===== src/rtl/div_16bit_seq_pkg.sv =====
// Shared definitions for the sequential 16-bit divider.
// Contents: data width, iteration count, counter width and the controller state encoding.
package div_16bit_seq_pkg;

   localparam int unsigned data_width = 16;
   localparam int unsigned num_iters  = 16;
   localparam int unsigned cnt_width  = $clog2(num_iters);

   typedef enum logic [1:0] {
      st_idle,
      st_run,
      st_done
   } state_e;

endpackage


===== src/rtl/div_16bit_seq_if.sv =====
// Requester/result bundle for div_16bit_seq.
// master: two requesters (req/a/b out, grants and results in).
// slave : the divider (req/a/b in, gnt0/gnt1/busy/valid/id/quotient/remainder/div0 out).
interface div_16bit_seq_if;
   import div_16bit_seq_pkg::*;

   logic                  req0;
   logic [data_width-1:0] a0;
   logic [data_width-1:0] b0;
   logic                  req1;
   logic [data_width-1:0] a1;
   logic [data_width-1:0] b1;
   logic                  gnt0;
   logic                  gnt1;
   logic                  busy;
   logic                  valid;
   logic                  id;
   logic [data_width-1:0] quotient;
   logic [data_width-1:0] remainder;
   logic                  div0;

   modport master (
      output req0, a0, b0, req1, a1, b1,
      input  gnt0, gnt1, busy, valid, id, quotient, remainder, div0
   );

   modport slave (
      input  req0, a0, b0, req1, a1, b1,
      output gnt0, gnt1, busy, valid, id, quotient, remainder, div0
   );

endinterface


===== src/rtl/div_16bit_step.sv =====
// One restoring-division iteration (combinational).
// Ports: rem_in (partial remainder), dividend_bit (next dividend bit, MSB first), divisor,
//        rem_out (updated partial remainder), quot_bit (quotient bit for this iteration).
module div_16bit_step
   import div_16bit_seq_pkg::*;
(
   input  logic [data_width-1:0] rem_in,
   input  logic                  dividend_bit,
   input  logic [data_width-1:0] divisor,
   output logic [data_width-1:0] rem_out,
   output logic                  quot_bit
);

   // One extra bit so the shifted-out remainder MSB still takes part in the compare.
   logic [data_width:0] shifted;
   logic [data_width:0] diff;

   always_comb begin
      shifted  = {rem_in, dividend_bit};
      diff     = shifted - {1'b0, divisor};
      quot_bit = (shifted >= {1'b0, divisor});
      // After a subtract the result is below the divisor, so it always fits in data_width bits.
      rem_out  = quot_bit ? diff[data_width-1:0] : shifted[data_width-1:0];
   end

endmodule


===== src/rtl/div_16bit_seq.sv =====
// Two-requester sequential unsigned divider, one quotient bit per clock.
// Ports: clk, rst (synchronous, active-high),
//        bus (slave modport): req0/a0/b0, req1/a1/b1 in; gnt0/gnt1 (combinational, IDLE only),
//        busy, valid (DONE pulse), id, quotient, remainder, div0 out (registered).
// A grant in cycle T gives valid in cycle T+17; results hold until the next DONE.
module div_16bit_seq
   import div_16bit_seq_pkg::*;
(
   input  logic                  clk,
   input  logic                  rst,
   div_16bit_seq_if.slave        bus
);

   state_e                state_q;
   logic [cnt_width-1:0]  cnt_q;
   logic                  last_q;     // requester granted most recently
   logic                  own_id_q;
   logic [data_width-1:0] divisor_q;
   logic [data_width-1:0] work_q;     // dividend shifts out the top, quotient fills the bottom
   logic [data_width-1:0] rem_q;

   logic                  busy_q;
   logic                  valid_q;
   logic                  id_q;
   logic [data_width-1:0] quot_out_q;
   logic [data_width-1:0] rem_out_q;
   logic                  div0_q;

   logic                  pick0;
   logic                  pick1;
   logic [data_width-1:0] rem_nxt;
   logic                  qbit;

   // Round-robin arbiter; reset wins over any request.
   always_comb begin
      pick0 = 1'b0;
      pick1 = 1'b0;
      if (state_q == st_idle && !rst) begin
         if (bus.req0 && bus.req1) begin
            pick0 = last_q;
            pick1 = !last_q;
         end else begin
            pick0 = bus.req0;
            pick1 = bus.req1;
         end
      end
   end

   div_16bit_step u_step (
      .rem_in       (rem_q),
      .dividend_bit (work_q[data_width-1]),
      .divisor      (divisor_q),
      .rem_out      (rem_nxt),
      .quot_bit     (qbit)
   );

   always_ff @(posedge clk) begin
      if (rst) begin
         state_q    <= st_idle;
         cnt_q      <= '0;
         last_q     <= 1'b1;   // requester 0 wins the first tie
         own_id_q   <= 1'b0;
         divisor_q  <= '0;
         work_q     <= '0;
         rem_q      <= '0;
         busy_q     <= 1'b0;
         valid_q    <= 1'b0;
         id_q       <= 1'b0;
         quot_out_q <= '0;
         rem_out_q  <= '0;
         div0_q     <= 1'b0;
      end else begin
         unique case (state_q)
            st_idle: begin
               if (pick0 || pick1) begin
                  state_q   <= st_run;
                  cnt_q     <= '0;
                  rem_q     <= '0;
                  work_q    <= pick1 ? bus.a1 : bus.a0;
                  divisor_q <= pick1 ? bus.b1 : bus.b0;
                  own_id_q  <= pick1;
                  last_q    <= pick1;
                  busy_q    <= 1'b1;
               end
            end
            st_run: begin
               work_q <= {work_q[data_width-2:0], qbit};
               rem_q  <= rem_nxt;
               cnt_q  <= cnt_q + 1'b1;
               if (cnt_q == cnt_width'(num_iters - 1)) begin
                  state_q    <= st_done;
                  valid_q    <= 1'b1;
                  quot_out_q <= {work_q[data_width-2:0], qbit};
                  rem_out_q  <= rem_nxt;
                  id_q       <= own_id_q;
                  div0_q     <= (divisor_q == '0);
               end
            end
            st_done: begin
               state_q <= st_idle;
               valid_q <= 1'b0;
               busy_q  <= 1'b0;
            end
            default: state_q <= st_idle;
         endcase
      end
   end

   assign bus.gnt0      = pick0;
   assign bus.gnt1      = pick1;
   assign bus.busy      = busy_q;
   assign bus.valid     = valid_q;
   assign bus.id        = id_q;
   assign bus.quotient  = quot_out_q;
   assign bus.remainder = rem_out_q;
   assign bus.div0      = div0_q;

endmodule


===== src/flat_wrapper.sv =====
// flat-port wrapper written by rule: the top's interface ports become plain ports
module div_16bit_seq_flat import div_16bit_seq_pkg::*;
  (clk, rst, bus_req0, bus_a0, bus_b0, bus_req1, bus_a1, bus_b1, bus_gnt0, bus_gnt1, bus_busy, bus_valid, bus_id, bus_quotient, bus_remainder, bus_div0);
  div_16bit_seq_if bus_i ();
  input  logic clk;
  input  logic rst;
  input wire logic [$bits(bus_i.req0)-1:0] bus_req0;
  input wire logic [$bits(bus_i.a0)-1:0] bus_a0;
  input wire logic [$bits(bus_i.b0)-1:0] bus_b0;
  input wire logic [$bits(bus_i.req1)-1:0] bus_req1;
  input wire logic [$bits(bus_i.a1)-1:0] bus_a1;
  input wire logic [$bits(bus_i.b1)-1:0] bus_b1;
  output wire logic [$bits(bus_i.gnt0)-1:0] bus_gnt0;
  output wire logic [$bits(bus_i.gnt1)-1:0] bus_gnt1;
  output wire logic [$bits(bus_i.busy)-1:0] bus_busy;
  output wire logic [$bits(bus_i.valid)-1:0] bus_valid;
  output wire logic [$bits(bus_i.id)-1:0] bus_id;
  output wire logic [$bits(bus_i.quotient)-1:0] bus_quotient;
  output wire logic [$bits(bus_i.remainder)-1:0] bus_remainder;
  output wire logic [$bits(bus_i.div0)-1:0] bus_div0;
  assign bus_i.req0 = bus_req0;
  assign bus_i.a0 = bus_a0;
  assign bus_i.b0 = bus_b0;
  assign bus_i.req1 = bus_req1;
  assign bus_i.a1 = bus_a1;
  assign bus_i.b1 = bus_b1;
  assign bus_gnt0 = bus_i.gnt0;
  assign bus_gnt1 = bus_i.gnt1;
  assign bus_busy = bus_i.busy;
  assign bus_valid = bus_i.valid;
  assign bus_id = bus_i.id;
  assign bus_quotient = bus_i.quotient;
  assign bus_remainder = bus_i.remainder;
  assign bus_div0 = bus_i.div0;
  div_16bit_seq u_core (.clk(clk), .rst(rst), .bus(bus_i));
endmodule

===== config.mk =====
export PLATFORM = sky130hd
export DESIGN_NAME = div_16bit_seq_flat
export DESIGN_NICKNAME = d
export VERILOG_FILES = /design/src/rtl/div_16bit_seq_pkg.sv /design/src/rtl/div_16bit_seq_if.sv /design/src/rtl/div_16bit_step.sv /design/src/rtl/div_16bit_seq.sv /design/src/flat_wrapper.sv
export SDC_FILE = /design/constraint.sdc
export NUM_CORES = 1
export LEC_CHECK = 0
export BUFFER_PORTS_ARGS = -buffer_cell sky130_fd_sc_hd__buf_4
export CAP_MARGIN = 20
export CELL_PAD_IN_SITES_DETAIL_PLACEMENT = 0
export CELL_PAD_IN_SITES_GLOBAL_PLACEMENT = 1
export CORE_ASPECT_RATIO = 0.5
export CORE_MARGIN = 2
export CORE_UTILIZATION = 39
export CTS_CLUSTER_SIZE = 12
export DETAILED_ROUTE_END_ITERATION = 6
export GPL_TIMING_DRIVEN = 0
export PLACE_DENSITY = 0.81
export REMOVE_ABC_BUFFERS = 1
export SLEW_MARGIN = 5
export SYNTH_ARGS = -nofsm -noshare
export SYNTH_HDL_FRONTEND = slang
export SYNTH_SLANG_ARGS = --single-unit

===== constraint.sdc =====
create_clock -name clk -period 2.61 [get_ports clk]
set_input_delay 0.261 -clock clk [delete_from_list [all_inputs] [get_ports clk]]
set_output_delay 0.261 -clock clk [all_outputs]
set_load 0.01 [all_outputs]

Yosys cells after proc, flatten, opt, wreduce, memory -nomap -nowiden
Cells that the tools add are included.
Storage, ports and cells
  bits in registers: 92
  input port bits: 68
  output and inout port bits: 38
  logic and storage cells: 57
Cells by class
  add/sub/neg operators: 2
  magnitude comparators: 1
  equality and inequality tests: 5
  multiplexer cells: 20
  reduce and logical (&&, ||, !) cells: 16
Operators by type and width (number)
  16-bit two-way mux: 5
  16-bit one-hot mux with 2 select lines: 2
  17-bit by 16-bit greater-or-equal comparator with 1-bit output: 1
  16-bit zero test: 1
  16-bit subtractor: 1
  2-bit AND reduction: 6
  4-bit one-hot mux with 2 select lines: 1
  1-bit two-way mux: 6
  2-bit nonzero test: 3
  4-bit by 1-bit adder with 4-bit output (second input constant): 1
  4-bit == test (second input constant): 1
  2-bit two-way mux: 2
  4-bit two-way mux: 1
  1-bit one-hot mux with 2 select lines: 2
  2-bit one-hot mux with 2 select lines: 1
  2-bit by 1-bit == test with 1-bit output (second input constant): 1
  2-bit == test (second input constant): 1
  1-bit logical AND: 2
  1-bit zero test: 2
  2-bit zero test: 1
  2-bit by 1-bit inequality test with 1-bit output (second input constant): 1
  2-bit inequality test (second input constant): 1
  1-bit logical OR: 1

Depth between registers and ports, before layout
Gate-level depths: netlist of the first run.
  depth in word-level cells: 6
  gate-level depth with buffers: 11
  depth with buffers taken out: 11

Cells and area by module
Synthesis of the first run repeated with hierarchy kept, for this count alone.
Second synthesis, totals
  cell total of the unflattened synthesis: 594
  area, all modules: 5096.1 sq um
Modules (own cells, without submodules)
  div_16bit_seq: instances 1, cells an instance 438, area an instance 3931.3 sq um, seq. area each 1841.8 sq um
  div_16bit_step: instances 1, cells an instance 156, area an instance 1164.9 sq um, seq. area each 0.0 sq um

Worst setup path before layout of the first run
Ideal clock, no wire load.
  path type: flip-flop to flip-flop
  from: reg u_core.work_q[15]
  to: reg u_core.rem_out_q[14], in the netlist u_core.bus.remainder[14]
  setup time: 0.117 ns
  arrival: 2.227 ns
  data required time: 2.493 ns
  slack: 0.265 ns
  stages on the path, launching flop included: 12
  buffers on the path: 0
  period minus slack after synthesis: 2.345 ns
  path through: dfxtp_1 > inv_1 > ha_1 > inv_1 > fa_1 > a211oi_1 > o31a_1 > o211ai_1 > a41oi_1 > xor2_1 > nand2_1 > a32o_1
Between the ends
  longest elaborated chain between the ends: 2
  elaborated cells on any way between the ends: 3
  those cells by class: add/sub: 1; order compare: 1; mux: 1
Ends and longest elaborated chain
  start, declared: line div_16bit_seq.sv:19  | logic [data_width-1:0] work_q;
  start signal, assigned: line div_16bit_seq.sv:79  | work_q <= pick1 ? bus.a1 : bus.a0;
  start signal, assigned: line div_16bit_seq.sv:87  | work_q <= {work_q[data_width-2:0], qbit};
  16-bit subtractor or 17-bit by 16-bit greater-or-equal comparator with 1-bit output (tied branches): line div_16bit_step.sv:20, div_16bit_step.sv:21
  16-bit two-way mux *: line div_16bit_step.sv:23  | rem_out = quot_bit ? diff[data_width-1:0] : shifted[data_width-1:0];
  end signal, assigned: line div_16bit_seq.sv:94  | rem_out_q <= rem_nxt;
  end, declared: line div_16bit_seq.sv:26  | logic [data_width-1:0] rem_out_q;
Every way passes the cells marked *; elsewhere a longest branch is shown, timed or not.
A chain may end at the register's enable or synchronous reset.

Worst setup path after layout of the first run
Same ends and word-level chain as after synthesis.

==> results of run 1 <==
==> metal layers <==
metal | GRT usage | wire [µm] | vias up
li1 | - | - | 2263
met1 | 0.2671 | 6308 | 2031
met2 | 0.3170 | 5689 | 86
met3 | 0.04545 | 485 | 10
met4 | 0.03727 | 142 | 0
met5 | 0 | 0 | -
==> area by class of cell <==
cell class                 instances  area (µm²)  share of cell area
inverter                          22       86.33             0.01401
timing repair buffer             116       930.9              0.1511
clock buffer                       9       225.2             0.03656
tap                              165       206.4             0.03351
multi-input combinational        442        2740              0.4448
clock inverter                     7       127.6             0.02071
sequential                        92        1844              0.2994
==> synth_stat cells (all sizes together), types with 2 or more instances <==
cell,number
a21o,6
inv,21
a311oi,15
a211oi,31
o211ai,5
buf,9
a22oi,2
nor2b,5
nand3b,3
or2,2
xor2,5
nand4,4
nand2,101
o31a,2
dfxtp,92
nor3,3
nand2b,4
o21ai,31
mux2i,28
ha,17
clkbuf,29
nor2,84
nor4,5
o21a,4
a31oi,2
xnor2,7
a41oi,2
a21oi,56
o21bai,2
nand3,2
a211o,2
a32o,2
==> critical path, cell delays in order, from the launching register on <==
cell and delay [ns]:
dfxtp_1 0.31, inv_1 0.08, ha_2 0.19, inv_1 0.05, fa_2 0.37, a211oi_2 0.22, o31a_1 0.17, o211ai_1 0.21
a41oi_2 0.25, xor2_1 0.18, nand2_1 0.09, a32o_1 0.26
==> power groups by stage <==
stage	sequential, mW	combinational, mW	clock [mW]
floorplan	1.56	0.892	0
global placement	1.58	1.22	0
detailed placement	1.58	1.23	0
CTS	1.55	1.44	1.58
global route	1.57	1.71	1.62
finish	1.56	1.56	1.54
==> how the worst max path moves through the flow <==
stage	from	endpoint	slack, ns	cells past startpoint
floorplan	u_core.state_q[0]	u_core.work_q[0]	-0.53	7
global placement	u_core.state_q[0]	u_core.bus.remainder[14]	-1.79	4
detailed placement	u_core.divisor_q[10]	u_core.bus.remainder[12]	-0.29	8
CTS	u_core.work_q[15]	u_core.bus.remainder[14]	-0.002	11
global route	u_core.work_q[15]	u_core.bus.remainder[12]	-0.03	11
finish	u_core.work_q[15]	u_core.bus.remainder[14]	0.10	11
==> flip-flops by register name, indices dropped and copies added (netlist names) <==
signal / cells
u_core.bus.quotient: 16
u_core.bus.remainder: 16
u_core.divisor_q: 16
u_core.rem_q: 16
u_core.work_q: 16
u_core.cnt_q: 4
u_core.state_q: 2
u_core.bus.busy: 1
u_core.bus.div0: 1
u_core.bus.id: 1
u_core.bus.valid: 1
u_core.last_q: 1
u_core.own_id_q: 1
==> logic make-up (layout without fill, tap and decap cells) <==
family	after synthesis	in the layout	share of synthesized area
DFF	92	92	0.3930
adders and majority gates	18	18	0.04965
muxes	28	28	0.05980
buffers and inverters	60	154	0.05499
and+or+nand+nor	216	216	0.1895
AOI/OAI and AO/OA	166	168	0.2306
xor gates and xnor gates	12	12	0.02242
==> stage by stage <==
step / worst slack, ns / power (mW) / std cells / cell area, µm²
after floorplan: -0.5309 / 2.457 / 554 / 4512
after global placement: -1.791 / 2.803 / 824 / 5507
after detailed placement: -0.2858 / 2.818 / 829 / 5612
after CTS: -0.002232 / 4.568 / 852 / 6061
after global routing: -0.03050 / 4.895 / 853 / 6161
final: 0.1028 / 4.656 / 853 / 6161
==> what timing repair did <==
action	CTS	global route
setup endpoints to repair	31	34
cloned	2	0
gates resized for setup	5	22
hold endpoints to repair	0	0
buffers inserted	5	1
pin swaps	3	3
==> flow_metrics.py, run 1 <==
metrics = {
    "timing": {
        "tns_ns": 0,
        "clock.fmax_mhz": 398.8,
        "skew_ns": 0.007830,
        "slew_viol_final": 0,
        "hold_viol": 0,
        "period_share": 0.9606,
        "hold_ws_ns": 0.2086,
        "setup_viol": 0,
        "worstMarginPinSlew_ns": 1.078,
        "rsz0062_at_grt": "yes",
        "slew_headroom": 0.2786,
        "finalCriticalPeriod_ns": 2.507,
    },
    "final_layout": {
        "nFillCells": 1175,
        "nets": 769,
        "fin_util": 0.5234,
        "drive_gt1_frac": 0.2340,
        "insertedDiodeCount": 0,
        "areaGrowthSynthToFinish_pct": 31.45,
        "final_common_cell": "buf_4",
        "most-common-layout-cells": "buf_4 (110), nand2_1 (101), dfxtp_1 (90), nor2_1 (83), a21oi_1 (56)",
    },
    "global_routing": {
        "track_usage": 0.1943,
        "antenna_found_initial": 0,
        "grt_pass1_wl_um": 20410,
        "grt_overflow": 0,
        "grt_pass1_vias": 4039,
        "grt_max_degree": 83,
    },
    "pwr": {
        "p_per_area_nw_per_um2": 755.8,
        "ir_drop_mv": 0.3414,
        "seq_power_share": 0.335,
        "leakage_nw": 2.485,
        "swShare": 0.3229,
        "combPwrFrac": 0.334,
        "pwr-share-clk": 0.331,
        "p_sw_mw": 1.504,
        "internal-power_mw": 3.153,
    },
    "placed_design": {
        "place_hpwl_um": 8401,
        "portBuffers": 105,
        "gp_congestion": 0.8223,
    },
    "logic_synthesis": {
        "synth_edf_count": 0,
        "yosys-top-cells-area": "dfxtp_1 (39%), nand2_1 (8.1%), nor2_1 (6.7%), a21oi_1 (6.0%), mux2i_1 (6.0%)",
        "yosysTopAreaCell": "dfxtp_1",
        "synth_top_area_frac": 0.3930,
        "synth_ff_type": "dfxtp_1",
        "syn_inst": 592,
        "synthArstFlopShare": 0,
        "seq_area_frac_synth": 0.3930,
        "avgSynthCellArea_um2": 7.917,
        "synth-seq-cells": 92,
        "yosysUniqueCellTypes": 48,
        "synth_warnings": 0,
        "syn-cell-area_um2": 4687,
    },
    "setup_path": {
        "endpoint_kind": "flop",
        "rrSetupSlack_ns": 0.10,
        "r2r-start": "u_core.work_q[15]",
        "critPathKind": "reg -> reg",
        "crit_fanout": 3,
        "timing.rr.end": "u_core.bus.remainder[14]",
        "cp_data_required_time_ns": 2.85,
        "worstRegToRegCells": 11,
        "cp.arrival_ns": 2.74,
        "cp-start-kind": "flop",
    },
    "worst_hold_path": {
        "whs_path_depth": 3,
        "hold_end": "u_core.divisor_q[10]",
        "hold_class": "in -> reg",
        "hp-start": "bus_b1[10]",
    },
    "detailed_routing": {
        "vias": 4390,
        "drt_first_pass_iters": 5,
        "ant_nets": 0,
        "wire_per_inst_um": 14.80,
        "vias_per_cell": 5.147,
        "drt-total-wl_um": 12630,
        "drc": 0,
        "dr.first_iter.drc_count": 297,
    },
    "die": {
        "die_height_um": 81.52,
        "core_area_um2": 11770,
        "fp-row-count": 28,
        "io_pins": 106,
        "start_util": 0.3982,
        "dieArea_um2": 12960,
        "chipWidth_um": 159.0,
    },
    "clock_tree": {
        "numCtsBuffers": 9,
        "clk_latency_ns": 0.34,
        "numClockSinks": 92,
        "hold_buffers": 0,
        "cts_tree": "built",
        "path_clk_slew_ns": 0.07,
        "cts_root_buf": "clkbuf_16",
        "clockBufferDepth": 2,
        "cts_max_level": 3,
    },
    "status": {
        "outcome": "finished, final reports clean",
    },
    "job": {
        "cap_violations": 0,
    },
}
No activity file was read; power rests on OpenSTA's default activity.
==> inputs of run 2 (changes only) <==
Settings changed: ABC_AREA set to 1, PLACE_DENSITY 0.81 to 0.83.
==> run 2 against run 1 <==
Final cell count grew 20%; non-clock buffer count shrank 4; register-to-register slack gained 0.21 ns; die area up 8.9%; sequential cell count stayed put; sequential share of layout area shrank 1.0 points; clock-buffer cell count stayed put; global-route usage is 1.3 points higher; total power is 26% higher; critical path depth stayed put; synthesized cell count is 28% higher; critical endpoint is now u_core.rem_q[5]; largest cell class unchanged; highest routed layer unchanged.
==> flow_metrics.py, run 2 <==
metrics = {
    "final_layout": {
        "fin_area_um2": 6372,
        "most-common-layout-cells": "nand2_1 (211), buf_4 (108), dfxtp_1 (92), inv_1 (87), a21oi_1 (60)",
        "fin_util": 0.5003,
        "final_common_cell": "nand2_1",
        "nets": 935,
        "insertedDiodeCount": 0,
        "areaGrowthSynthToFinish_pct": 24.43,
        "drive_gt1_frac": 0.1981,
    },
    "clock_tree": {
        "cts_tree": "built",
        "hold_buffers": 0,
        "clk_latency_ns": 0.34,
        "cts_root_buf": "clkbuf_16",
        "path_clk_slew_ns": 0.07,
        "numClockSinks": 92,
        "clockBufferDepth": 2,
        "cts_max_level": 3,
        "numCtsBuffers": 9,
    },
    "detailed_routing": {
        "dr_wl_met2_um": 6818,
        "wire_per_inst_um": 14.34,
        "vias": 5092,
        "wl_met3_um": 639,
        "ant_nets": 0,
        "dr.first_iter.drc_count": 310,
        "routed.top_layer": "met4",
        "drt-met1-wl_um": 7047,
        "drc": 0,
        "drt-total-wl_um": 14670,
        "vias_per_cell": 4.978,
        "drt_first_pass_iters": 5,
    },
    "timing": {
        "worstMarginPinSlew_ns": 1.023,
        "setup_viol": 0,
        "period_share": 0.8811,
        "clock.fmax_mhz": 434.8,
        "skew_ns": 0.01074,
        "hold_viol": 0,
        "setup_ws_ns": 0.3102,
        "rsz0062_at_grt": "no",
        "slew_viol_final": 0,
        "slew_headroom": 0.3172,
        "finalCriticalPeriod_ns": 2.300,
    },
    "setup_path": {
        "slowest_delay_ns": 0.42,
        "crit_chain": "inv_1, ha_1, nand2_2, nor2_1, and2_2, nand2_4, nand2_4, nand2_1, nand2_1, nand2_1, a21oi_1",
        "rrSetupSlack_ns": 0.31,
        "critPathKind": "reg -> reg",
        "startpoint": "u_core.divisor_q[12]",
        "crit_fanout": 18,
        "r2r-start": "u_core.divisor_q[12]",
        "cp.arrival_ns": 2.57,
        "cp-start-kind": "flop",
        "worstSetupEndpoint": "u_core.rem_q[5]",
        "endpoint_kind": "flop",
        "timing.rr.end": "u_core.rem_q[5]",
        "cp_data_required_time_ns": 2.88,
        "worstRegToRegCells": 11,
        "cp_common_cell": "nand2_1",
        "slowest_stage": "dfxtp_1",
    },
    "die": {
        "start_util": 0.4021,
        "dieArea_um2": 14120,
        "core_area_um2": 12740,
        "fp-row-count": 29,
        "die_height_um": 85.03,
        "io_pins": 106,
        "chipWidth_um": 166.1,
    },
    "logic_synthesis": {
        "synth-simple-area-share": 0.3071,
        "syn-cell-area_um2": 5121,
        "seq_area_frac_synth": 0.3596,
        "synth_xor_area_frac": 0.01026,
        "synth_edf_count": 0,
        "yosys-top-cells-area": "dfxtp_1 (36%), nand2_1 (15%), inv_1 (6.4%), a21oi_1 (5.9%), o21ai_0 (4.6%)",
        "syn_inst": 758,
        "synth_warnings": 0,
        "synthAdderAreaFrac": 0.04544,
        "muxShareOfSynthArea": 0,
        "synth_top_cells_by_count": "nand2_1 (211), dfxtp_1 (92), inv_1 (87)",
        "yosysTopAreaCell": "dfxtp_1",
        "synth_top_area_frac": 0.3596,
        "synthArstFlopShare": 0,
        "synth-compound-area-share": 0.1722,
        "synth-seq-cells": 92,
        "synth_most_common_cell": "nand2_1",
        "synth_top_family_by_area": "simple AND/OR/NAND/NOR gates",
        "yosysUniqueCellTypes": 37,
        "synth_ff_type": "dfxtp_1",
        "avgSynthCellArea_um2": 6.756,
    },
    "placed_design": {
        "dp_slack_ns": -1.207,
        "place_area_um2": 5963,
        "gp_congestion": 0.8331,
        "place_hpwl_um": 9503,
        "portBuffers": 105,
    },
    "global_routing": {
        "antenna_found_initial": 0,
        "grt_max_degree": 56,
        "track_usage": 0.2073,
        "grt_pass1_vias": 4677,
        "grt_pass1_wl_um": 23490,
        "grt_overflow": 0,
    },
    "pwr": {
        "p_per_area_nw_per_um2": 917.9,
        "leakage_nw": 3.012,
        "ir_drop_mv": 0.4913,
    },
    "status": {
        "outcome": "finished, final reports clean",
    },
    "job": {
        "cap_violations": 0,
    },
    "worst_hold_path": {
        "hold_class": "in -> reg",
    },
}
-- run 2: layout make-up --
type	count	area [µm²]
fill	1268	6364
inverter	96	365.4
sequential	92	1842
tap	170	212.7
multi-input combinational	538	2774
timing repair buffer	112	882.1
clock buffer	9	225.2
clock inverter	6	71.32
-- run 2: timing repair --
item,4_1_cts,5_1_grt
endpoints found under the hold margin,0,0
endpoints found under the setup margin,90,38
pin swaps,3,1
cloned,3,0
setup buffers,2,4
gates resized for setup,3,3
-- run 2: cell families (layout without fill, tap and decap cells) --
group,after synthesis,in the layout
compound gates,156,156
simple gates,355,358
buf+inv,131,223
xor+xnor,6,6
fa+ha+maj,18,18
flops,92,92
-- run 2: metal layers --
layer,up-vias,GRT usage
met5,-,0
met4,0,0.05455
met3,15,0.04104
met2,103,0.3421
met1,2306,0.2804
li1,2668,-
-- run 2: power by group --
| part | internal [mW] | switching [mW] |
|---|---|---|
| clock network | 0.746 | 0.580 |
| logic | 1.06 | 1.84 |
| registers | 1.53 | 0.0912 |
-- run 2: critical path, delay by kind of cell (launching register included) --
family                   cells  cell delay, ns
buffers and inverters        1            0.07
flip-flops                   1            0.42
adder cells (fa/ha/maj)      1            0.38
AO/OA/AOI/OAI                1            0.15
AND/OR/NAND/NOR              8            1.21
-- run 2: worst min-delay path by stage --
| stage | cells past startpoint | from | slack [ns] | end |
|---|---|---|---|---|
| 2_1_floorplan | 1 | rst | 0.32 | u_core.rem_q[7] |
| 3_3_place_gp | 2 | u_core.bus.valid | 0.45 | u_core.bus.valid |
| 3_5_place_dp | 2 | u_core.bus.valid | 0.45 | u_core.bus.valid |
| 4_1_cts | 3 | bus_b0[2] | 0.19 | u_core.divisor_q[2] |
| 5_1_grt | 3 | bus_b0[13] | 0.19 | u_core.divisor_q[13] |
| 6_report | 3 | bus_b0[2] | 0.20 | u_core.divisor_q[2] |
-- run 2: stage by stage --
| step | hold WS (ns) | TNS (ns) | instances | total power, mW |
|---|---|---|---|---|
| finish | 0.1974 | 0 | 1023 | 5.849 |
| global route | 0.1867 | 0 | 1023 | 6.285 |
| CTS | 0.1858 | 0 | 1019 | 5.691 |
| detailed placement | 0.4536 | -66.29 | 999 | 4.329 |
| global placement | 0.4468 | -77.52 | 998 | 4.308 |
| floorplan | 0.3234 | 0 | 723 | 3.672 |
==> inputs of run 3 (changes only) <==
Settings changed: BUFFER_PORTS_ARGS -buffer_cell sky130_fd_sc_hd__buf_4 to unset, CORE_UTILIZATION 39 to 44, DONT_BUFFER_PORTS set to 1, PLACE_DENSITY 0.83 to 0.81, SYNTH_HIERARCHICAL set to 1.
==> run 3 against run 2 <==
Sequential cell count did not move; worst setup slack got worse by 0.12 ns; first-iteration DRC count fell by 17%; wire length fell by 5.4%; maximum frequency fell by 4.8%; register-to-register slack got worse by 0.12 ns; largest cell class unchanged.
==> flow_metrics.py, run 3 <==
metrics = {
    "status": {
        "outcome": "finished, final reports clean",
    },
    "placed_design": {
        "portBuffers": 0,
        "dp_slack_ns": -0.1716,
        "place_hpwl_um": 9684,
        "gp_congestion": 0.8737,
    },
    "logic_synthesis": {
        "synth_ff_type": "dfxtp_1",
        "synth_edf_count": 0,
        "synth-seq-cells": 92,
        "syn_inst": 859,
        "yosysTopAreaCell": "dfxtp_1",
        "avgSynthCellArea_um2": 6.397,
        "seq_area_frac_synth": 0.3352,
        "synth_warnings": 6,
        "synth_top_cells_by_count": "nand2_1 (244), inv_1 (111), dfxtp_1 (92)",
        "synth_most_common_cell": "nand2_1",
        "yosys-top-cells-area": "dfxtp_1 (34%), nand2_1 (17%), nand3_1 (8.3%), inv_1 (7.6%), nor2_1 (6.1%)",
        "syn-cell-area_um2": 5495,
        "synthArstFlopShare": 0,
        "yosysUniqueCellTypes": 40,
        "synth_top_area_frac": 0.3352,
    },
    "job": {
        "cap_violations": 0,
    },
    "final_layout": {
        "most-common-layout-cells": "nand2_1 (244), inv_1 (111), dfxtp_1 (92), nand3_1 (91), nor2_1 (90)",
        "areaGrowthSynthToFinish_pct": 6.307,
        "insertedDiodeCount": 0,
        "drive_gt1_frac": 0.08224,
        "nets": 920,
        "final_common_cell": "nand2_1",
    },
    "detailed_routing": {
        "dr.first_iter.drc_count": 258,
        "drt_first_pass_iters": 5,
        "drt-total-wl_um": 13880,
        "ant_nets": 0,
        "wire_per_inst_um": 13.82,
        "drc": 0,
        "vias": 5002,
        "vias_per_cell": 4.982,
    },
    "clock_tree": {
        "numCtsBuffers": 9,
        "cts_max_level": 3,
        "numClockSinks": 92,
        "postCtsSetupRepairBufs": 0,
        "clockBufferDepth": 2,
        "clk_latency_ns": 0.34,
        "path_clk_slew_ns": 0.07,
        "cts_root_buf": "clkbuf_16",
        "cts_tree": "built",
    },
    "pwr": {
        "combPwrFrac": 0.442,
        "p_per_area_nw_per_um2": 962.3,
        "pwr-share-clk": 0.268,
        "internal-power_mw": 3.264,
        "seq_power_share": 0.290,
        "ir_drop_mv": 0.3917,
        "p_sw_mw": 2.357,
        "swShare": 0.4193,
        "leakage_nw": 2.836,
        "total_power_mw": 5.622,
    },
    "die": {
        "chipWidth_um": 162.0,
        "dieArea_um2": 13450,
        "start_util": 0.4586,
        "die_height_um": 83.03,
        "io_pins": 106,
        "fp-row-count": 28,
        "core_area_um2": 11980,
    },
    "timing": {
        "clock.fmax_mhz": 414.1,
        "hold_viol": 0,
        "setup_viol": 0,
        "tns_ns": 0,
        "period_share": 0.9252,
        "slew_headroom": 0.4007,
        "slew_viol_final": 0,
        "skew_ns": 0.006617,
        "setup_ws_ns": 0.1951,
        "rsz0062_at_grt": "no",
        "worstMarginPinSlew_ns": 0.8977,
        "finalCriticalPeriod_ns": 2.415,
    },
    "setup_path": {
        "critPathKind": "reg -> reg",
        "crit_fanout": 21,
        "cp-start-kind": "flop",
        "worstSetupEndpoint": "u_core/rem_q[5]",
        "timing.rr.end": "u_core/rem_q[5]",
        "r2r-start": "u_core/divisor_q[14]",
        "rrSetupSlack_ns": 0.20,
        "cp_data_required_time_ns": 2.89,
        "worstRegToRegCells": 13,
        "endpoint_kind": "flop",
        "cp.arrival_ns": 2.69,
        "startpoint": "u_core/divisor_q[14]",
    },
    "global_routing": {
        "grt_overflow": 0,
        "track_usage": 0.2094,
        "grt_pass1_vias": 4459,
        "antenna_found_initial": 0,
        "grt_pass1_wl_um": 22670,
        "grt_max_degree": 58,
    },
    "worst_hold_path": {
        "hp-start": "rst",
        "hold_class": "in -> reg",
    },
}
-- run 3: final cells by class --
type                    instances  area [µm²]
clock buffers                  10       229.0
clock inverters                 6       116.4
fillers                      1281        6140
inverters                     119       456.7
multi-input cells             610        2957
flip-flops and latches         92        1842
well taps                     165       206.4
repair buffers                  2       35.03
-- run 3: worst min path at each step --
| stage | to | depth (start not counted) |
|---|---|---|
| 2_1_floorplan | u_core/bus.remainder[0] | 1 |
| 3_3_place_gp | u_core/work_q[11] | 1 |
| 3_5_place_dp | u_core/work_q[11] | 1 |
| 4_1_cts | u_core/state_q[1] | 1 |
| 5_1_grt | u_core/state_q[1] | 1 |
| 6_report | u_core/state_q[1] | 1 |
-- run 3: layer usage --
metal | track usage | routed length [µm] | vias up
li1 | - | - | 2634
met5 | 0 | 0 | -
met2 | 0.3075 | 5750 | 114
met3 | 0.04496 | 783 | 16
met4 | 0.05310 | 174 | 0
met1 | 0.3093 | 7170 | 2238
-- run 3: worst max-delay path, stage by stage (launching register included) --
cell and delay (ns):
dfxtp_1 0.35, inv_1 0.06, ha_1 0.33, a21oi_1 0.23, nor2_1 0.06, nor2_1 0.11, nand2_1 0.07, nor2_1 0.18
nand2_4 0.27, inv_4 0.26, nand2_1 0.07, nand2_1 0.12, nand2_1 0.07, a21oi_1 0.17
-- run 3: logic make-up after synthesis --
| kind of cell | count (synthesis) | synth area share |
|---|---|---|
| and+or+nand+nor | 488 | 0.3914 |
| xor gates and xnor gates | 6 | 0.009563 |
| buffers and inverters | 158 | 0.1289 |
| AOI/OAI and AO/OA | 97 | 0.09267 |
| DFF | 92 | 0.3352 |
| adders and majority gates | 18 | 0.04235 |
-- run 3: timing repair --
item,4_1_cts,5_1_grt
pin swaps,0,1
hold buffers,1,0
hold endpoints to repair,35,0
endpoints found under the setup margin,30,41
resized for setup,2,2
cloned,0,1
-- run 3: metrics by stage --
stage	std cells	cell area [µm²]	utilization	hold WS, ns
detailed placement	986	5459	0.4556	0.3399
CTS	1003	5833	0.4868	0.01711
global route	1004	5842	0.4876	0.02327
global placement	985	5444	0.4544	0.3373
finish	1004	5842	0.4876	0.03151
floorplan	820	5238	-	0.3301
-- run 3: power by group through the flow --
| stage | logic, mW | registers, mW | clock network, mW |
|---|---|---|---|
| after floorplan | 1.88 | 1.63 | 0 |
| after global placement | 2.42 | 1.65 | 0 |
| after detailed placement | 2.44 | 1.65 | 0 |
| after CTS | 2.46 | 1.63 | 1.54 |
| after global routing | 2.86 | 1.65 | 1.60 |
| final | 2.48 | 1.63 | 1.51 |
